### src/rtl/pipeline_pkg.sv
// Shared pipeline definitions: MIPS opcode constants, fetch FSM states and
// the fetch packet carried by the output register and the skid buffer.
package pipeline_pkg;

    localparam logic [5:0] OP_SPECIAL = 6'b000000;
    localparam logic [5:0] OP_J       = 6'b000010;
    localparam logic [5:0] OP_JAL     = 6'b000011;
    localparam logic [5:0] OP_BEQ     = 6'b000100;
    localparam logic [5:0] OP_BNE     = 6'b000101;
    localparam logic [5:0] FUNCT_JR   = 6'b001000;

    typedef enum logic {
        S_FETCH = 1'b0,
        S_DROP  = 1'b1
    } fetch_state_t;

    typedef struct packed {
        logic        valid;
        logic [31:0] instr;
        logic [31:0] pc;
    } fetch_pkt_t;

    localparam fetch_pkt_t PKT_EMPTY = '{valid: 1'b0, instr: 32'h0, pc: 32'h0};

endpackage

### src/rtl/fetch_predecode.sv
// Static next-PC prediction: conditional branches taken, j/jal direct,
// everything else (jr included) falls through to pc+4.
module fetch_predecode
    import pipeline_pkg::*;
(
    input  logic [31:0] instr,
    input  logic [31:0] pc,
    output logic [31:0] next_pc
);

    logic [5:0]  opcode;
    logic [31:0] pc_plus4;
    logic [31:0] br_offset;

    assign opcode    = instr[31:26];
    assign pc_plus4  = pc + 32'd4;
    assign br_offset = {{14{instr[15]}}, instr[15:0], 2'b00};

    always_comb begin
        next_pc = pc_plus4;
        case (opcode)
            OP_BEQ, OP_BNE: next_pc = pc_plus4 + br_offset;
            OP_J, OP_JAL:   next_pc = {pc_plus4[31:28], instr[25:0], 2'b00};
            // jr targets are unknown here; decode corrects them through miss/rpc
            OP_SPECIAL:     next_pc = pc_plus4;
            default:        next_pc = pc_plus4;
        endcase
    end

endmodule

### src/rtl/fetch_stage.sv
// Instruction-fetch stage: PC, single-outstanding imem request, static
// prediction, miss redirect and a 1-entry skid. FETCH_PERF_EN adds counters.
module fetch_stage
    import pipeline_pkg::*;
#(
    parameter logic [31:0] RESET_PC = 32'h0000_0000
) (
    input  logic        clk,
    input  logic        resetn,
    output logic        imem_req,
    output logic [31:0] imem_addr,
    input  logic        imem_ready,
    input  logic [31:0] imem_rdata,
    input  logic        stall,
    input  logic        miss,
    input  logic [31:0] rpc,
`ifdef FETCH_PERF_EN
    output logic [31:0] perf_fetched,
    output logic [31:0] perf_redirects,
    output logic [31:0] perf_drops,
`endif
    output logic        id_valid,
    output logic [31:0] id_instr,
    output logic [31:0] id_pc
);

    fetch_state_t state_reg, state_next;
    logic [31:0]  pc_reg, pc_next;
    logic [31:0]  redir_pc_reg, redir_pc_next;
    fetch_pkt_t   out_reg, out_next;
    fetch_pkt_t   skid_reg, skid_next;
    fetch_pkt_t   fetched_pkt;
    logic [31:0]  pred_pc;
    logic         req;
    logic         resp;
    logic         accept;

    fetch_predecode u_predecode (
        .instr   (imem_rdata),
        .pc      (pc_reg),
        .next_pc (pred_pc)
    );

    // An in-flight wrong-path request must still complete, so S_DROP requests even with a full skid
    assign req         = resetn && ((state_reg == S_DROP) || !skid_reg.valid);
    assign resp        = req && imem_ready;
    assign accept      = resp && (state_reg == S_FETCH) && !miss;
    assign fetched_pkt = '{valid: 1'b1, instr: imem_rdata, pc: pc_reg};

    always_comb begin
        state_next    = state_reg;
        pc_next       = pc_reg;
        redir_pc_next = redir_pc_reg;
        out_next      = out_reg;
        skid_next     = skid_reg;
        if (miss) begin
            out_next.valid  = 1'b0;
            skid_next.valid = 1'b0;
            if (req && !imem_ready) begin
                state_next    = S_DROP;
                redir_pc_next = rpc;
            end else begin
                state_next = S_FETCH;
                pc_next    = rpc;
            end
        end else begin
            if (resp && (state_reg == S_DROP)) begin
                state_next = S_FETCH;
                pc_next    = redir_pc_reg;
            end
            if (accept) begin
                pc_next = pred_pc;
            end
            if (!stall) begin
                if (skid_reg.valid) begin
                    out_next        = skid_reg;
                    skid_next.valid = 1'b0;
                end else if (accept) begin
                    out_next = fetched_pkt;
                end else begin
                    out_next.valid = 1'b0;
                end
            end else if (accept) begin
                if (!out_reg.valid) begin
                    out_next = fetched_pkt;
                end else begin
                    skid_next = fetched_pkt;
                end
            end
        end
    end

    always_ff @(posedge clk or negedge resetn) begin
        if (!resetn) begin
            state_reg    <= S_FETCH;
            pc_reg       <= RESET_PC;
            redir_pc_reg <= 32'h0;
            out_reg      <= PKT_EMPTY;
            skid_reg     <= PKT_EMPTY;
        end else begin
            state_reg    <= state_next;
            pc_reg       <= pc_next;
            redir_pc_reg <= redir_pc_next;
            out_reg      <= out_next;
            skid_reg     <= skid_next;
        end
    end

    assign imem_req  = req;
    assign imem_addr = {pc_reg[31:2], 2'b00};
    assign id_valid  = out_reg.valid;
    assign id_instr  = out_reg.instr;
    assign id_pc     = out_reg.pc;

`ifdef FETCH_PERF_EN
    logic [2:0] perf_inc;

    // bit 0: accepted words, bit 1: redirect cycles, bit 2: discarded responses
    assign perf_inc = {resp && (miss || (state_reg == S_DROP)), miss, accept};

    generate
        for (genvar gi = 0; gi < 3; gi++) begin : g_perf
            logic [31:0] cnt_reg;
            always_ff @(posedge clk or negedge resetn) begin
                if (!resetn) begin
                    cnt_reg <= 32'h0;
                end else if (perf_inc[gi]) begin
                    cnt_reg <= cnt_reg + 32'd1;
                end
            end
        end
    endgenerate

    assign perf_fetched   = g_perf[0].cnt_reg;
    assign perf_redirects = g_perf[1].cnt_reg;
    assign perf_drops     = g_perf[2].cnt_reg;
`endif

endmodule
### config.mk
export PLATFORM = sky130hd
export DESIGN_NAME = fetch_stage
export DESIGN_NICKNAME = d
export VERILOG_FILES = /design/src/rtl/pipeline_pkg.sv /design/src/rtl/fetch_predecode.sv /design/src/rtl/fetch_stage.sv
export SDC_FILE = /design/constraint.sdc
export NUM_CORES = 1
export LEC_CHECK = 0
export BUFFER_PORTS_ARGS = -buffer_cell sky130_fd_sc_hd__buf_2
export CAP_MARGIN = 30
export CELL_PAD_IN_SITES_DETAIL_PLACEMENT = 1
export CELL_PAD_IN_SITES_GLOBAL_PLACEMENT = 1
export CORE_ASPECT_RATIO = 1.1
export CORE_MARGIN = 1
export CORE_UTILIZATION = 28
export DETAILED_ROUTE_END_ITERATION = 16
export GPL_TIMING_DRIVEN = 0
export HOLD_SLACK_MARGIN = 0.03
export PLACE_DENSITY = 0.67
export SYNTH_ARGS = -nofsm -noshare
export SYNTH_HDL_FRONTEND = slang
export SYNTH_SLANG_ARGS = --single-unit
### constraint.sdc
create_clock -name clk -period 5.07 [get_ports clk]
set_input_delay 0.507 -clock clk [delete_from_list [all_inputs] [get_ports clk]]
set_output_delay 0.507 -clock clk [all_outputs]
set_load 0.03 [all_outputs]
* Yosys cells after proc, flatten, opt, wreduce, memory -nomap -nowiden
Index checks and enable logic that the tools add are counted.
** Storage, ports and cells
- Register bits after elaboration :: 195
- Bits in latches :: 0
- Memory bits (writable) :: 0
- Bits in read-only memories :: 0
- Input bits :: 69
- Memories :: 0
** Cells by class
- Add/sub/neg operators :: 2
- Multiply operators :: 0
- Divide/modulo/power cells :: 0
- $lt $le $gt $ge :: 0
- Eq/ne operators :: 9
- Shift operators :: 0
- Muxes and demuxes :: 19
- Bitwise logic cells :: 2
- Reductions and logical operators :: 20
** Operators with widths (count)
- $mux W65 :: 5
- $mux W32 :: 4
- $mux W64 :: 2
- $pmux W32 S2 :: 1
- $add A32 B3 Y32 const B :: 1
- $add A32 B32 Y32 :: 1
- $eq A6 B2 Y1 const B :: 2
- $eq A6 B3 Y1 const B :: 2
- $reduce_and A4 Y1 :: 2
- $mux W1 :: 7
- $logic_and A1 B1 Y1 :: 6
- $ne A3 B1 Y1 const B :: 2
- $reduce_and A2 Y1 :: 3
- $ne A2 B2 Y1 const B :: 2
- $reduce_bool A2 Y1 :: 2
- $reduce_or A2 Y1 :: 2
- $logic_not A1 Y1 :: 3
- $reduce_bool A3 Y1 :: 1
- $ne A2 B1 Y1 const B :: 1
- $not A1 Y1 :: 2
- $logic_or A1 B1 Y1 :: 1

* Longest topological paths before layout
Gate-level depths: netlist of run 1.
- Depth in word-level cells :: 10
- Depth in mapped cells :: 18

* Cells and area by module
From an unflattened synthesis of run 1, not the netlist that was laid out.
** Second synthesis, totals
- Cell total of the unflattened synthesis :: 1089
- Area total of the unflattened synthesis :: 11588.6 sq um
** By module, submodules not included
- fetch_stage :: times used 1, cells an instance 705, area each 8914.8 sq um
- fetch_predecode :: times used 1, cells an instance 384, area each 2673.8 sq um

* Worst setup path after synthesis of run 1
Ideal clock, no wire load.
- Path kind :: flip-flop to flip-flop
- From :: register pc_reg[5]
- To :: register pc_reg[31]
- Setup time :: 0.142 ns
- Data arrival time :: 3.366 ns
- Required time :: 4.928 ns
- Setup slack :: 1.562 ns
- Cell stages (with the launch flop) :: 19
- Period minus slack after synthesis :: 3.508 ns
- Cell sequence :: dfrtp_1 -> buf_2 -> and4_1 -> and3_1 -> and3_1 -> nor2b_1 -> nand4_1 -> xnor2_1 -> ha_1 -> clkbuf_1 -> a21o_1 -> a21o_1 -> a21oi_1 -> o21ai_0 -> a2111o_1 -> a31oi_1 -> o31ai_2 -> xnor2_1 -> o221ai_1
** Between the ends
- Cells in the longest elaborated chain, start to end :: 5
** RTL lines
- start: declaration :: line fetch_stage.sv:28 : logic [31:0] pc_reg, pc_next;
- start signal: assignment :: line fetch_stage.sv:102 : pc_reg <= pc_next;
- $add A32 B3 Y32 (*) :: line fetch_predecode.sv:16 : assign pc_plus4 = pc + 32'd4;
- $add A32 B32 Y32 :: line fetch_predecode.sv:22 : OP_BEQ, OP_BNE: next_pc = pc_plus4 + br_offset;
- $pmux W32 S2 (*) :: line fetch_predecode.sv:21 : case (opcode)
- $mux W32 (*) :: line fetch_stage.sv:71 : if (accept) begin
- $mux W32 (*) :: line fetch_stage.sv:56 : if (miss) begin
Every way passes the cells marked *; elsewhere a longest branch is shown, timed or not.
A chain may end at the register's enable or synchronous reset.

* Worst setup path after layout of run 1
- From :: register pc_reg[6]
- To :: register pc_reg[31]
Same word-level chain as after synthesis.

==> impl_results.rst, run 1 <==
.. list-table::
   :header-rows: 1

   * - Metric
     - Value
   * - Run status
     - complete, no violations
   * - Vias in the first global route
     - 9541
   * - Number of cells upsized or downsized after cts
     - 0
   * - Post-synthesis cell area
     - 0.0111 mm^2
   * - Non-Filler Instances
     - 1812
   * - Final Cell Area
     - 0.0132 mm^2
   * - Ratio of final minimum period to clock period
     - 0.880
   * - Leakage power of the design
     - 5.71 nW
   * - Maximum clock frequency
     - 0.224 GHz
   * - Half-perimeter wire length after detailed placement
     - 30200 um
   * - Count of hold-fix buffers inserted at cts
     - 0
   * - GR Util All Layers
     - 0.196
   * - Vertical die dimension
     - 211 um
   * - Standard-cell rows
     - 76
   * - Placed Cells incl. Taps
     - 1779
   * - Peak supply drop
     - 194 uV
   * - Longest Clk Path Bufs
     - 2
   * - Data arrival time at the worst-slack endpoint
     - 4780 ps
   * - Critical path peak fanout
     - 8
   * - Width of the die
     - 192 um
   * - Largest stage delay on the critical path
     - 540 ps
   * - Final routed wire length divided by cell count
     - 21.4 um
   * - Synth Register Bits
     - 195
   * - Number of failing setup endpoints in the final timing report
     - 0
   * - Wire length reported by the detailed router
     - 38800 um
   * - Proportion of power drawn by combinational gates
     - 0.342
   * - Async S/R FF share, synth
     - 1.00
   * - Hold_ws
     - 31.3 ps
   * - Antenna-violating nets left
     - 0
   * - Minimum clock period
     - 4460 ps
   * - Number of clock sinks
     - 195
   * - Count of H-tree levels built during CTS
     - 4
   * - Violation count after the first detailed-route iteration
     - 589
   * - Sort of element at the end of the critical path
     - flip-flop
   * - Clock transition at the register clock pins on the worst setup and hold paths after CTS
     - 70 ps
   * - Post-CTS Setup Repair Bufs
     - 0
   * - # IOs
     - 167
   * - Cell Area, Placed
     - 0.0126 mm^2
   * - Summed negative setup slack over all endpoints
     - 0 ps
   * - Routed via count
     - 9307
   * - Fill cells
     - 4533
   * - Post-detailed-route via-to-cell ratio
     - 5.14
   * - Area of the multi-input gates
     - 0.00570 mm^2
   * - Number of buffers added by the clock tree synthesis step
     - 17
   * - Share of cells above drive strength 1
     - 0.269
   * - Int Power
     - 3.21 mW
   * - Gate count of the mapped netlist
     - 1106
   * - Max-cap viol count
     - 0
   * - Data required, critical path
     - 5380 ps
   * - Post-Route Skew
     - 7.60 ps
   * - Final-report hold violation count
     - 0
   * - Sequential element share of the synthesized area
     - 0.439
   * - Starting density of the core
     - 0.284
   * - Final Max Tran Viols
     - 0
   * - Share of power burned in registers
     - 0.398
   * - Root cell of the clock tree
     - sky130_fd_sc_hd__clkbuf_16
   * - Register area
     - 0.00488 mm^2
   * - Core region area
     - 0.0392 mm^2
   * - Global-route wire length before repair
     - 59200 um
   * - Slew at the pin closest to its max-slew limit
     - 880 ps
   * - Category of the most critical setup path
     - reg -> reg
   * - Clock Power Share
     - 0.261
   * - Standard cell with the maximum stage delay on the critical path
     - sky130_fd_sc_hd__dfrtp_1
   * - Critical Path Source Type
     - flip-flop
   * - Number of design rule violations left after detail routing
     - 0
   * - Weighted congestion reported at the end of routability-driven placement
     - 0.913
   * - Syn. warnings
     - 0
   * - Number of flip-flops under the largest register name
     - 65
   * - Setup repair after global routing missed its margin
     - false
   * - Switching share of power
     - 0.385
   * - TritonCTS clock tree
     - built
   * - Number of antenna violations at the first check in global routing
     - 7
   * - Overall power
     - 5.22 mW
   * - Switching power total
     - 2.01 mW
   * - Normalized max-slew margin
     - 0.413
   * - Number of buffers and inverters on the critical path
     - 1
   * - Number of nets in the layout
     - 1396
   * - Synth unique cells
     - 66
   * - Final global-route overflow total
     - 0
   * - Synth Flop Type
     - sky130_fd_sc_hd__dfrtp_1
   * - Mean post-synth cell area
     - 10.1 um^2
   * - Cell chain of the critical path
     - and4_1, and3_1, and3_1, nor2b_1, nand4_1, xnor2_1, ha_1, clkbuf_1, a21o_1, a21o_1, a21oi_1, o21ai_0, a2111o_1, a31oi_1, o31ai_2, xnor2_1, o221ai_1
   * - Total power density per cell area
     - 395 mW/mm^2
   * - Initial DRT Pass Iterations
     - 4
   * - Largest delay share family, worst path
     - compound AO/OA/AOI/OAI gates
   * - Pin count of the biggest net entering global routing
     - 102
   * - Floorplan die area
     - 0.0405 mm^2
   * - Layout-stage area growth over the synthesis result
     - 18.7%
   * - Worst min-delay path class
     - in -> async
   * - Number of buffers added on ports
     - 164
   * - Clock latency reported for the late side of the worst-skew pair
     - 470 ps
   * - Number of flops mapped to enable cells by yosys
     - 0
## through the flow
step                      setup WS [ps]  utilization
after floorplan                    1560            -
after global placement            -1920        0.321
after detailed placement            558        0.322
after CTS                           610        0.337
after global routing                320        0.337
final                               608        0.337
## cell usage after synthesis (4+ instances only)
cell                       number  area [um^2]
sky130_fd_sc_hd__mux2_2        96         1080
sky130_fd_sc_hd__dfrtp_1      195         4880
sky130_fd_sc_hd__a211oi_1       9         67.6
sky130_fd_sc_hd__a22oi_1        5         37.5
sky130_fd_sc_hd__mux2i_1       63          631
sky130_fd_sc_hd__nand4_1        5         31.3
sky130_fd_sc_hd__o21a_1         4         30.0
sky130_fd_sc_hd__o21ai_0       49          245
sky130_fd_sc_hd__nand2_1       61          229
sky130_fd_sc_hd__o31ai_1        4         30.0
sky130_fd_sc_hd__o211ai_1       8         60.1
sky130_fd_sc_hd__nor2b_1        6         37.5
sky130_fd_sc_hd__or3_1          9         56.3
sky130_fd_sc_hd__a21oi_1      132          661
sky130_fd_sc_hd__inv_1          9         33.8
sky130_fd_sc_hd__a21o_1        12         90.1
sky130_fd_sc_hd__and4_1        11         96.3
sky130_fd_sc_hd__buf_4         34          255
sky130_fd_sc_hd__buf_1          8         30.0
sky130_fd_sc_hd__ha_1          35          438
sky130_fd_sc_hd__clkbuf_1      46          173
sky130_fd_sc_hd__and3_1        17          106
sky130_fd_sc_hd__nor2_1       106          398
sky130_fd_sc_hd__a311oi_1       4         35.0
sky130_fd_sc_hd__o21ai_1        7         35.0
sky130_fd_sc_hd__a31oi_1       10         62.6
sky130_fd_sc_hd__buf_2         12         60.1
sky130_fd_sc_hd__xnor2_1       38          333
sky130_fd_sc_hd__a221o_1        5         50.1
sky130_fd_sc_hd__nor3_1         4         20.0
sky130_fd_sc_hd__a221oi_1      19          166
sky130_fd_sc_hd__o22ai_1        4         25.0
sky130_fd_sc_hd__and2_1         4         25.0
sky130_fd_sc_hd__xor2_1        11         96.3
sky130_fd_sc_hd__nand3_1       24          120
## layout make-up
cell class	count	area share
multi-input combinational	803	0.432
sequential	195	0.370
timing repair buffer	165	0.0650
tap	507	0.0480
buffer	100	0.0392
clock buffer	20	0.0346
clock inverter	12	0.00929
inverter	9	0.00256
antenna	1	0.000190
## layer usage
| layer | vias up | routed length (um) | part of all wire | global-route usage |
|---|---|---|---|---|
| met5 | - | 72 | 0.0019 | 0 |
| met4 | 12 | 970 | 0.025 | 0.0692 |
| met3 | 62 | 1920 | 0.049 | 0.0434 |
| met2 | 208 | 17900 | 0.46 | 0.310 |
| met1 | 4674 | 17900 | 0.46 | 0.261 |
| li1 | 4351 | - | - | - |
## power groups by stage
stage | logic (mW) | registers, mW | clock network (mW)
2_1_floorplan | 0.964 | 2.32 | 0
3_3_place_gp | 1.75 | 2.09 | 0
3_5_place_dp | 1.77 | 2.11 | 0
4_1_cts | 1.79 | 2.08 | 1.40
5_1_grt | 1.94 | 2.12 | 1.46
6_report | 1.78 | 2.08 | 1.36
## layout by cell type, fill, tap and decap left out, drive strengths merged, types with 9 or more instances in the layout
cell type / Yosys / layout
o21ai: 57 / 57
and4: 12 / 12
nand3: 24 / 24
ha: 35 / 35
a21oi: 132 / 132
mux2i: 63 / 63
buf: 54 / 219
xor2: 11 / 11
inv: 9 / 13
nor2: 106 / 106
nand2: 61 / 61
a31oi: 10 / 10
or3: 10 / 10
a221oi: 19 / 19
dfrtp: 195 / 195
a211oi: 9 / 9
and3: 17 / 17
clkbuf: 46 / 66
mux2: 96 / 96
xnor2: 39 / 39
a21o: 12 / 12
## cell families after synthesis
kind of cell,after synthesis,synth area share
other,1,0.000337
XOR/XNOR,50,0.0400
multiplexers,159,0.154
AND/OR/NAND/NOR,265,0.115
adder cells (fa/ha/maj),36,0.0412
flip-flops,195,0.439
AO/OA/AOI/OAI,291,0.161
buffers and inverters,109,0.0496
## path summary, 6_finish.rpt
| check | to | cells after the start | start | slack (ps) |
|---|---|---|---|---|
| min reg2reg | redir_pc_reg[12]$_DFFE_PN0P_ | 1 | redir_pc_reg[12]$_DFFE_PN0P_ | 500 |
| max reg2reg | pc_reg[31]$_DFFE_PN0P_ | 17 | pc_reg[6]$_DFFE_PN0P_ | 610 |
| max in group asynchronous | pc_reg[30]$_DFFE_PN0P_ | 2 | resetn | 4070 |
| max | pc_reg[31]$_DFFE_PN0P_ | 17 | pc_reg[6]$_DFFE_PN0P_ | 610 |
| min in group clk | redir_pc_reg[23]$_DFFE_PN0P_ | 2 | rpc[23] | 280 |
| min | id_instr[30]$_DFFE_PN0P_ | 1 | resetn | 30 |
No activity file was read; power rests on OpenSTA's default activity.
==> run 2: changes to the inputs <==
BUFFER_PORTS_ARGS = unset   (was -buffer_cell sky130_fd_sc_hd__buf_2)
DONT_BUFFER_PORTS = 1   (was unset)
GPL_ROUTABILITY_DRIVEN = 0   (was unset)
PLACE_DENSITY = 0.62   (was 0.67)
==> run 2 against run 1 <==
Final area decreased by 6.1%. Hold slack gained 68 ps. Via count is 7.2% lower. Routed wire length decreased by 0.48%. Fmax increased by 3.1%. Critical path type unchanged.
==> impl_results.rst, run 2 (same netlist as run 1, synthesis figures left out) <==
.. list-table::
   :header-rows: 1

   * - Metric
     - Value
   * - Run status
     - complete, no violations (unchanged)
   * - Total power density per cell area
     - 408 mW/mm^2 (was 395 mW/mm^2)
   * - Data required, critical path
     - 5370 ps (was 5380 ps)
   * - Root cell of the clock tree
     - sky130_fd_sc_hd__clkbuf_16 (unchanged)
   * - Number of buffers added on ports
     - 0 (was 164)
   * - Leakage power of the design
     - 5.11 nW (was 5.71 nW)
   * - Number of flip-flops under the largest register name
     - 65 (unchanged)
   * - Final-report hold violation count
     - 0 (unchanged)
   * - Count of H-tree levels built during CTS
     - 4 (unchanged)
   * - Critical path peak fanout
     - 8 (unchanged)
   * - Number of design rule violations left after detail routing
     - 0 (unchanged)
   * - Number of buffers added by the clock tree synthesis step
     - 17 (unchanged)
   * - Clock latency reported for the late side of the worst-skew pair
     - 460 ps (was 470 ps)
   * - Slew at the pin closest to its max-slew limit
     - 1030 ps (was 880 ps)
   * - Data arrival time at the worst-slack endpoint
     - 4630 ps (was 4780 ps)
   * - Sort of element at the end of the critical path
     - flip-flop (unchanged)
   * - Final global-route overflow total
     - 0 (unchanged)
   * - Launching element of the worst setup path
     - pc_reg[6]$_DFFE_PN0P_ (unchanged)
   * - Number of nets in the layout
     - 1234 (was 1396)
   * - End of the worst register-to-register path
     - pc_reg[31]$_DFFE_PN0P_ (unchanged)
   * - CP endpoint
     - pc_reg[31]$_DFFE_PN0P_ (unchanged)
   * - TritonCTS clock tree
     - built (unchanged)
   * - Fill cells
     - 4490 (was 4533)
   * - Ratio of final minimum period to clock period
     - 0.853 (was 0.880)
   * - Pin count of the biggest net entering global routing
     - 196 (was 102)
   * - Floorplan die area
     - 0.0405 mm^2 (unchanged)
   * - Summed negative setup slack over all endpoints
     - 0 ps (unchanged)
   * - Antenna-violating nets left
     - 0 (unchanged)
   * - Setup repair after global routing missed its margin
     - false (unchanged)
   * - Post-CTS Setup Repair Bufs
     - 0 (unchanged)
   * - Global-route wire length before repair
     - 57700 um (was 59200 um)
   * - Width of the die
     - 192 um (unchanged)
   * - Vertical die dimension
     - 211 um (unchanged)
   * - Worst reg2reg startpoint
     - pc_reg[6]$_DFFE_PN0P_ (unchanged)
   * - Number of antenna violations at the first check in global routing
     - 0 (was 7)
   * - Wire length reported by the detailed router
     - 38600 um (was 38800 um)
   * - Post-detailed-route via-to-cell ratio
     - 5.24 (was 5.14)
   * - Half-perimeter wire length after detailed placement
     - 29900 um (was 30200 um)
   * - Max-cap viol count
     - 0 (unchanged)
   * - Clock transition at the register clock pins on the worst setup and hold paths after CTS
     - 70 ps (about the same)
   * - Violation count after the first detailed-route iteration
     - 424 (was 589)
   * - Peak supply drop
     - 269 uV (was 194 uV)
   * - # IOs
     - 167 (unchanged)
   * - Share of cells above drive strength 1
     - 0.166 (was 0.269)
   * - Number of failing setup endpoints in the final timing report
     - 0 (unchanged)
   * - Layout-stage area growth over the synthesis result
     - 11.4% (was 18.7%)
   * - Number of cells upsized or downsized after cts
     - 0 (unchanged)
   * - Standard-cell rows
     - 76 (unchanged)
   * - Critical Path Source Type
     - flip-flop (unchanged)
   * - Leading cell types in the layout, fill and taps excluded
     - sky130_fd_sc_hd__dfrtp_1 (195), sky130_fd_sc_hd__a21oi_1 (132), sky130_fd_sc_hd__nor2_1 (106) (was sky130_fd_sc_hd__dfrtp_1 (195), sky130_fd_sc_hd__buf_2 (175), sky130_fd_sc_hd__a21oi_1 (132))
   * - Register area
     - 0.00488 mm^2 (unchanged)
   * - Longest Clk Path Bufs
     - 2 (unchanged)
   * - Most common library cell in the layout ignoring fill and taps
     - sky130_fd_sc_hd__dfrtp_1 (unchanged)
   * - Vias in the first global route
     - 8974 (was 9541)
   * - Category of the most critical setup path
     - reg -> reg (unchanged)
   * - Area of the multi-input gates
     - 0.00570 mm^2 (unchanged)
   * - Core region area
     - 0.0392 mm^2 (unchanged)
   * - Final Max Tran Viols
     - 0 (unchanged)
   * - Logic depth of the worst register-to-register path
     - 17 (unchanged)
   * - GR Util All Layers
     - 0.194 (was 0.196)
   * - Worst min-delay path class
     - in -> async (unchanged)
   * - Initial DRT Pass Iterations
     - 4 (unchanged)
   * - Post-Route Skew
     - 9.03 ps (was 7.60 ps)
   * - Routed via count
     - 8633 (was 9307)
   * - # diodes
     - 0 (was 1)
   * - Post-layout utilization of the core
     - 0.316 (was 0.337)
   * - Normalized max-slew margin
     - 0.313 (was 0.413)
   * - Number of clock sinks
     - 195 (unchanged)
   * - Starting density of the core
     - 0.284 (unchanged)
   * - Maximum clock frequency
     - 0.231 GHz (was 0.224 GHz)
   * - Count of hold-fix buffers inserted at cts
     - 1 (was 0)
   * - Minimum clock period
     - 4330 ps (was 4460 ps)
   * - Setup slack, reg-to-reg
     - 740 ps (was 610 ps)
   * - Final routed wire length divided by cell count
     - 23.4 um (was 21.4 um)
==> run 2: changes by cell type in the layout (fill, tap and decap cells not counted), moves of 2 or more <==
cell                         previous run  this run
sky130_fd_sc_hd__buf_2                175        13
sky130_fd_sc_hd__inv_6                  2         7
sky130_fd_sc_hd__clkinvlp_4             4         1
sky130_fd_sc_hd__clkbuf_8               2         0
sky130_fd_sc_hd__clkinv_2               1         3
sky130_fd_sc_hd__clkinv_4               2         0
==> run 2: metrics by stage <==
stage / hold slack (ps) / setup slack, ps / cell area [um^2] / cells / total power [mW]
floorplan: 211 / 1560 / 11100 / 1107 / 3.28
global placement: 219 / 817 / 11800 / 1614 / 3.59
detailed placement: 219 / 816 / 11800 / 1616 / 3.64
CTS: 164 / 756 / 12400 / 1649 / 5.11
global route: 170 / 516 / 12400 / 1649 / 5.33
finish: 98.9 / 744 / 12400 / 1649 / 5.05
==> run 2: how the worst min path moves through the flow <==
stage              startpoint                  endpoint  slack [ps]
6_report               resetn  id_instr[29]$_DFFE_PN0P_         100
5_1_grt        imem_rdata[13]  skid_reg[45]$_DFFE_PN0P_         170
4_1_cts        imem_rdata[25]  skid_reg[57]$_DFFE_PN0P_         160
3_5_place_dp           resetn  id_instr[30]$_DFFE_PN0P_         220
3_3_place_gp           resetn  id_instr[29]$_DFFE_PN0P_         220
2_1_floorplan          resetn   id_instr[0]$_DFFE_PN0P_         210
==> run 2: cell type report <==
class | instances | area share
multi-input cells | 803 | 0.460
flip-flops and latches | 195 | 0.394
well taps | 507 | 0.0512
plain buffers | 100 | 0.0418
clock buffers | 17 | 0.0343
clock inverters | 15 | 0.0134
repair buffers | 3 | 0.00323
inverters | 9 | 0.00273
==> run 2: metal layers <==
metal | global-route usage | vias up | wire [um]
li1 | - | 4009 | -
met2 | 0.314 | 204 | 18300
met1 | 0.246 | 4387 | 16600
met5 | 0 | - | 0
met4 | 0.0513 | 0 | 541
met3 | 0.0660 | 33 | 3140
==> run 2: power by group <==
part	total [mW]	switching [mW]	internal, mW	leakage (nW)
Clock	1.41	0.671	0.742	0.293
Combinational	1.25	0.728	0.519	2.42
Sequential	2.39	0.558	1.84	2.39
Total	5.05	1.96	3.10	5.11
==> run 2: worst max-delay path: stages, from the launching register on <==
cell,delay [ps]
sky130_fd_sc_hd__dfrtp_1,550
sky130_fd_sc_hd__and4_1,300
sky130_fd_sc_hd__and3_1,190
sky130_fd_sc_hd__and3_1,300
sky130_fd_sc_hd__nor2b_1,300
sky130_fd_sc_hd__nand4_1,160
sky130_fd_sc_hd__xnor2_1,220
sky130_fd_sc_hd__ha_1,260
sky130_fd_sc_hd__clkbuf_1,190
sky130_fd_sc_hd__a21o_1,220
sky130_fd_sc_hd__a21o_1,170
sky130_fd_sc_hd__a21oi_1,150
sky130_fd_sc_hd__o21ai_0,140
sky130_fd_sc_hd__a2111o_1,420
sky130_fd_sc_hd__a31oi_1,190
sky130_fd_sc_hd__o31ai_2,100
sky130_fd_sc_hd__xnor2_1,170
sky130_fd_sc_hd__o221ai_1,140
==> run 3: changes to the inputs <==
==> constraint.sdc (replaced) <==
create_clock -name clk -period 5.07 [get_ports clk]
set_input_delay 1.014 -clock clk [delete_from_list [all_inputs] [get_ports clk]]
set_output_delay 1.014 -clock clk [all_outputs]
set_load 0.03 [all_outputs]
==> run 3 against run 2 <==
Hold slack better by 150 ps. Utilization is 0.070 points lower. Global-route usage decreased by 0.10 points. Sequential power about the same. Routed wire length is 0.63% lower. Worst setup slack lost 12 ps. Critical path type unchanged. Critical endpoint unchanged. Largest cell class unchanged.
==> impl_results.rst, run 3 (same netlist as run 1, synthesis figures left out) <==
.. list-table::
   :header-rows: 1

   * - Metric
     - Value
   * - # diodes
     - 0 (unchanged)
   * - Violation count after the first detailed-route iteration
     - 416 (was 424)
   * - Core region area
     - 0.0392 mm^2 (unchanged)
   * - Root cell of the clock tree
     - sky130_fd_sc_hd__clkbuf_16 (unchanged)
   * - Largest stage delay on the critical path
     - 550 ps (about the same)
   * - Worst min-delay path class
     - in -> async (unchanged)
   * - Floorplan die area
     - 0.0405 mm^2 (unchanged)
   * - Vias in the first global route
     - 8971 (was 8974)
   * - Number of buffers added on ports
     - 0 (unchanged)
   * - Standard-cell rows
     - 76 (unchanged)
   * - Hold_ws
     - 251 ps (was 98.9 ps)
   * - Maximum clock frequency
     - 0.231 GHz (about the same)
   * - Share of cells above drive strength 1
     - 0.166 (about the same)
   * - Share of power burned in registers
     - 0.477 (was 0.474)
   * - Clock latency reported for the late side of the worst-skew pair
     - 460 ps (about the same)
   * - Post-detailed-route via-to-cell ratio
     - 5.22 (was 5.24)
   * - Final routed wire length divided by cell count
     - 23.3 um (was 23.4 um)
   * - Longest Clk Path Bufs
     - 2 (unchanged)
   * - Post-Route Skew
     - 11.0 ps (was 9.03 ps)
   * - Count of H-tree levels built during CTS
     - 4 (unchanged)
   * - Max-cap viol count
     - 0 (unchanged)
   * - Number of failing setup endpoints in the final timing report
     - 0 (unchanged)
   * - Cell chain of the critical path
     - and4_1, and3_1, and3_1, nor2b_1, nand4_1, xnor2_1, ha_1, clkbuf_1, a21o_1, a21o_1, a21oi_1, o21ai_0, a2111o_1, a31oi_1, o31ai_2, xnor2_1, o221ai_1 (unchanged)
   * - Routed via count
     - 8596 (was 8633)
   * - Data arrival time at the worst-slack endpoint
     - 4640 ps (was 4630 ps)
   * - Leading cell types in the layout, fill and taps excluded
     - sky130_fd_sc_hd__dfrtp_1 (195), sky130_fd_sc_hd__a21oi_1 (132), sky130_fd_sc_hd__nor2_1 (106) (unchanged)
   * - Pin count of the biggest net entering global routing
     - 199 (was 196)
   * - Run status
     - complete, no violations (unchanged)
   * - Slew at the pin closest to its max-slew limit
     - 892 ps (was 1030 ps)
   * - TritonCTS clock tree
     - built (unchanged)
   * - Normalized max-slew margin
     - 0.405 (was 0.313)
   * - Critical Path Source Type
     - flip-flop (unchanged)
   * - Standard cell with the maximum stage delay on the critical path
     - sky130_fd_sc_hd__dfrtp_1 (unchanged)
   * - Clock transition at the register clock pins on the worst setup and hold paths after CTS
     - 70 ps (about the same)
   * - Leakage power of the design
     - 5.09 nW (was 5.11 nW)
   * - Number of clock sinks
     - 195 (unchanged)
   * - Setup repair after global routing missed its margin
     - false (unchanged)
   * - Post-CTS Setup Repair Bufs
     - 0 (unchanged)
   * - Switching power total
     - 1.93 mW (was 1.96 mW)
   * - Overall power
     - 5.02 mW (was 5.05 mW)
   * - Vertical die dimension
     - 211 um (unchanged)
   * - Number of design rule violations left after detail routing
     - 0 (unchanged)
   * - Number of cells upsized or downsized after cts
     - 0 (unchanged)
   * - Fill cells
     - 4492 (was 4490)
   * - Number of antenna violations at the first check in global routing
     - 0 (unchanged)
   * - Number of buffers and inverters on the critical path
     - 1 (unchanged)
   * - Ratio of final minimum period to clock period
     - 0.856 (was 0.853)
   * - Int Power
     - 3.09 mW (was 3.10 mW)
   * - Largest delay share family, worst path
     - compound AO/OA/AOI/OAI gates (unchanged)
   * - Proportion of power drawn by combinational gates
     - 0.242 (was 0.247)
   * - Starting density of the core
     - 0.284 (unchanged)
   * - Final Max Tran Viols
     - 0 (unchanged)
   * - Initial DRT Pass Iterations
     - 4 (unchanged)
   * - Post-layout utilization of the core
     - 0.316 (about the same)
   * - Antenna-violating nets left
     - 0 (unchanged)
   * - Most common library cell in the layout ignoring fill and taps
     - sky130_fd_sc_hd__dfrtp_1 (unchanged)
   * - Register area
     - 0.00488 mm^2 (unchanged)
   * - Number of buffers added by the clock tree synthesis step
     - 17 (unchanged)
   * - Summed negative setup slack over all endpoints
     - 0 ps (unchanged)
   * - Switching share of power
     - 0.384 (was 0.387)
   * - Peak supply drop
     - 270 uV (was 269 uV)
   * - Count of hold-fix buffers inserted at cts
     - 0 (was 1)
   * - Sort of element at the end of the critical path
     - flip-flop (unchanged)
   * - Total power density per cell area
     - 406 mW/mm^2 (was 408 mW/mm^2)
   * - Wire length reported by the detailed router
     - 38300 um (was 38600 um)
   * - Category of the most critical setup path
     - reg -> reg (unchanged)
   * - GR Util All Layers
     - 0.193 (was 0.194)
   * - Final global-route overflow total
     - 0 (unchanged)
   * - Width of the die
     - 192 um (unchanged)
   * - Critical path peak fanout
     - 8 (unchanged)
   * - Area of the multi-input gates
     - 0.00570 mm^2 (unchanged)
   * - Final-report hold violation count
     - 0 (unchanged)
   * - Minimum clock period
     - 4340 ps (was 4330 ps)
   * - # IOs
     - 167 (unchanged)
   * - Layout-stage area growth over the synthesis result
     - 11.2% (was 11.4%)
   * - Data required, critical path
     - 5370 ps (about the same)
   * - Global-route wire length before repair
     - 57400 um (was 57700 um)
   * - Clock Power Share
     - 0.281 (was 0.280)
   * - Half-perimeter wire length after detailed placement
     - 29900 um (unchanged)
   * - Number of nets in the layout
     - 1233 (was 1234)
   * - Number of flip-flops under the largest register name
     - 65 (unchanged)
run 3: changes by cell type in the layout (fill, tap and decap cells not counted):
cell / before / now
sky130_fd_sc_hd__buf_16: 1 / 0
run 3: per-layer routing:
metal	GRT usage	part of all wire
met5	0	0
met4	0.0513	0.015
met3	0.0660	0.082
met2	0.312	0.47
met1	0.244	0.43
run 3: stage by stage:
stage	cell area, um^2	setup slack (ps)	cells
floorplan	11100	1560	1107
detailed placement	11800	816	1616
finish	12400	732	1648
global placement	11800	817	1614
CTS	12400	756	1648
global route	12400	516	1648
run 3: layout make-up:
cell class,count,share of cell area
flip-flops and latches,195,0.394
repair buffers,2,0.00101
inverters,9,0.00273
clock buffers,17,0.0344
multi-input cells,803,0.461
plain buffers,100,0.0419
well taps,507,0.0513
clock inverters,15,0.0135
run 3: worst paths after layout:
kind                                              start                      endpoint  slack (ps)  cells past startpoint
setup / recovery                  pc_reg[6]$_DFFE_PN0P_        pc_reg[31]$_DFFE_PN0P_         730                     17
hold / removal                                   resetn      id_instr[30]$_DFFE_PN0P_         250                      0
setup reg to reg                  pc_reg[6]$_DFFE_PN0P_        pc_reg[31]$_DFFE_PN0P_         730                     17
hold reg to reg            redir_pc_reg[25]$_DFFE_PN0P_  redir_pc_reg[25]$_DFFE_PN0P_         500                      1
max in group asynchronous                        resetn      skid_reg[53]$_DFFE_PN0P_        4530                      0
min in group clk           redir_pc_reg[25]$_DFFE_PN0P_  redir_pc_reg[25]$_DFFE_PN0P_         500                      1
run 3: power by group through the flow:
stage | logic, mW | clock network [mW] | registers (mW)
floorplan | 0.964 | 0 | 2.32
global route | 1.35 | 1.51 | 2.44
global placement | 1.18 | 0 | 2.42
detailed placement | 1.21 | 0 | 2.43
finish | 1.21 | 1.41 | 2.39
CTS | 1.22 | 1.46 | 2.40
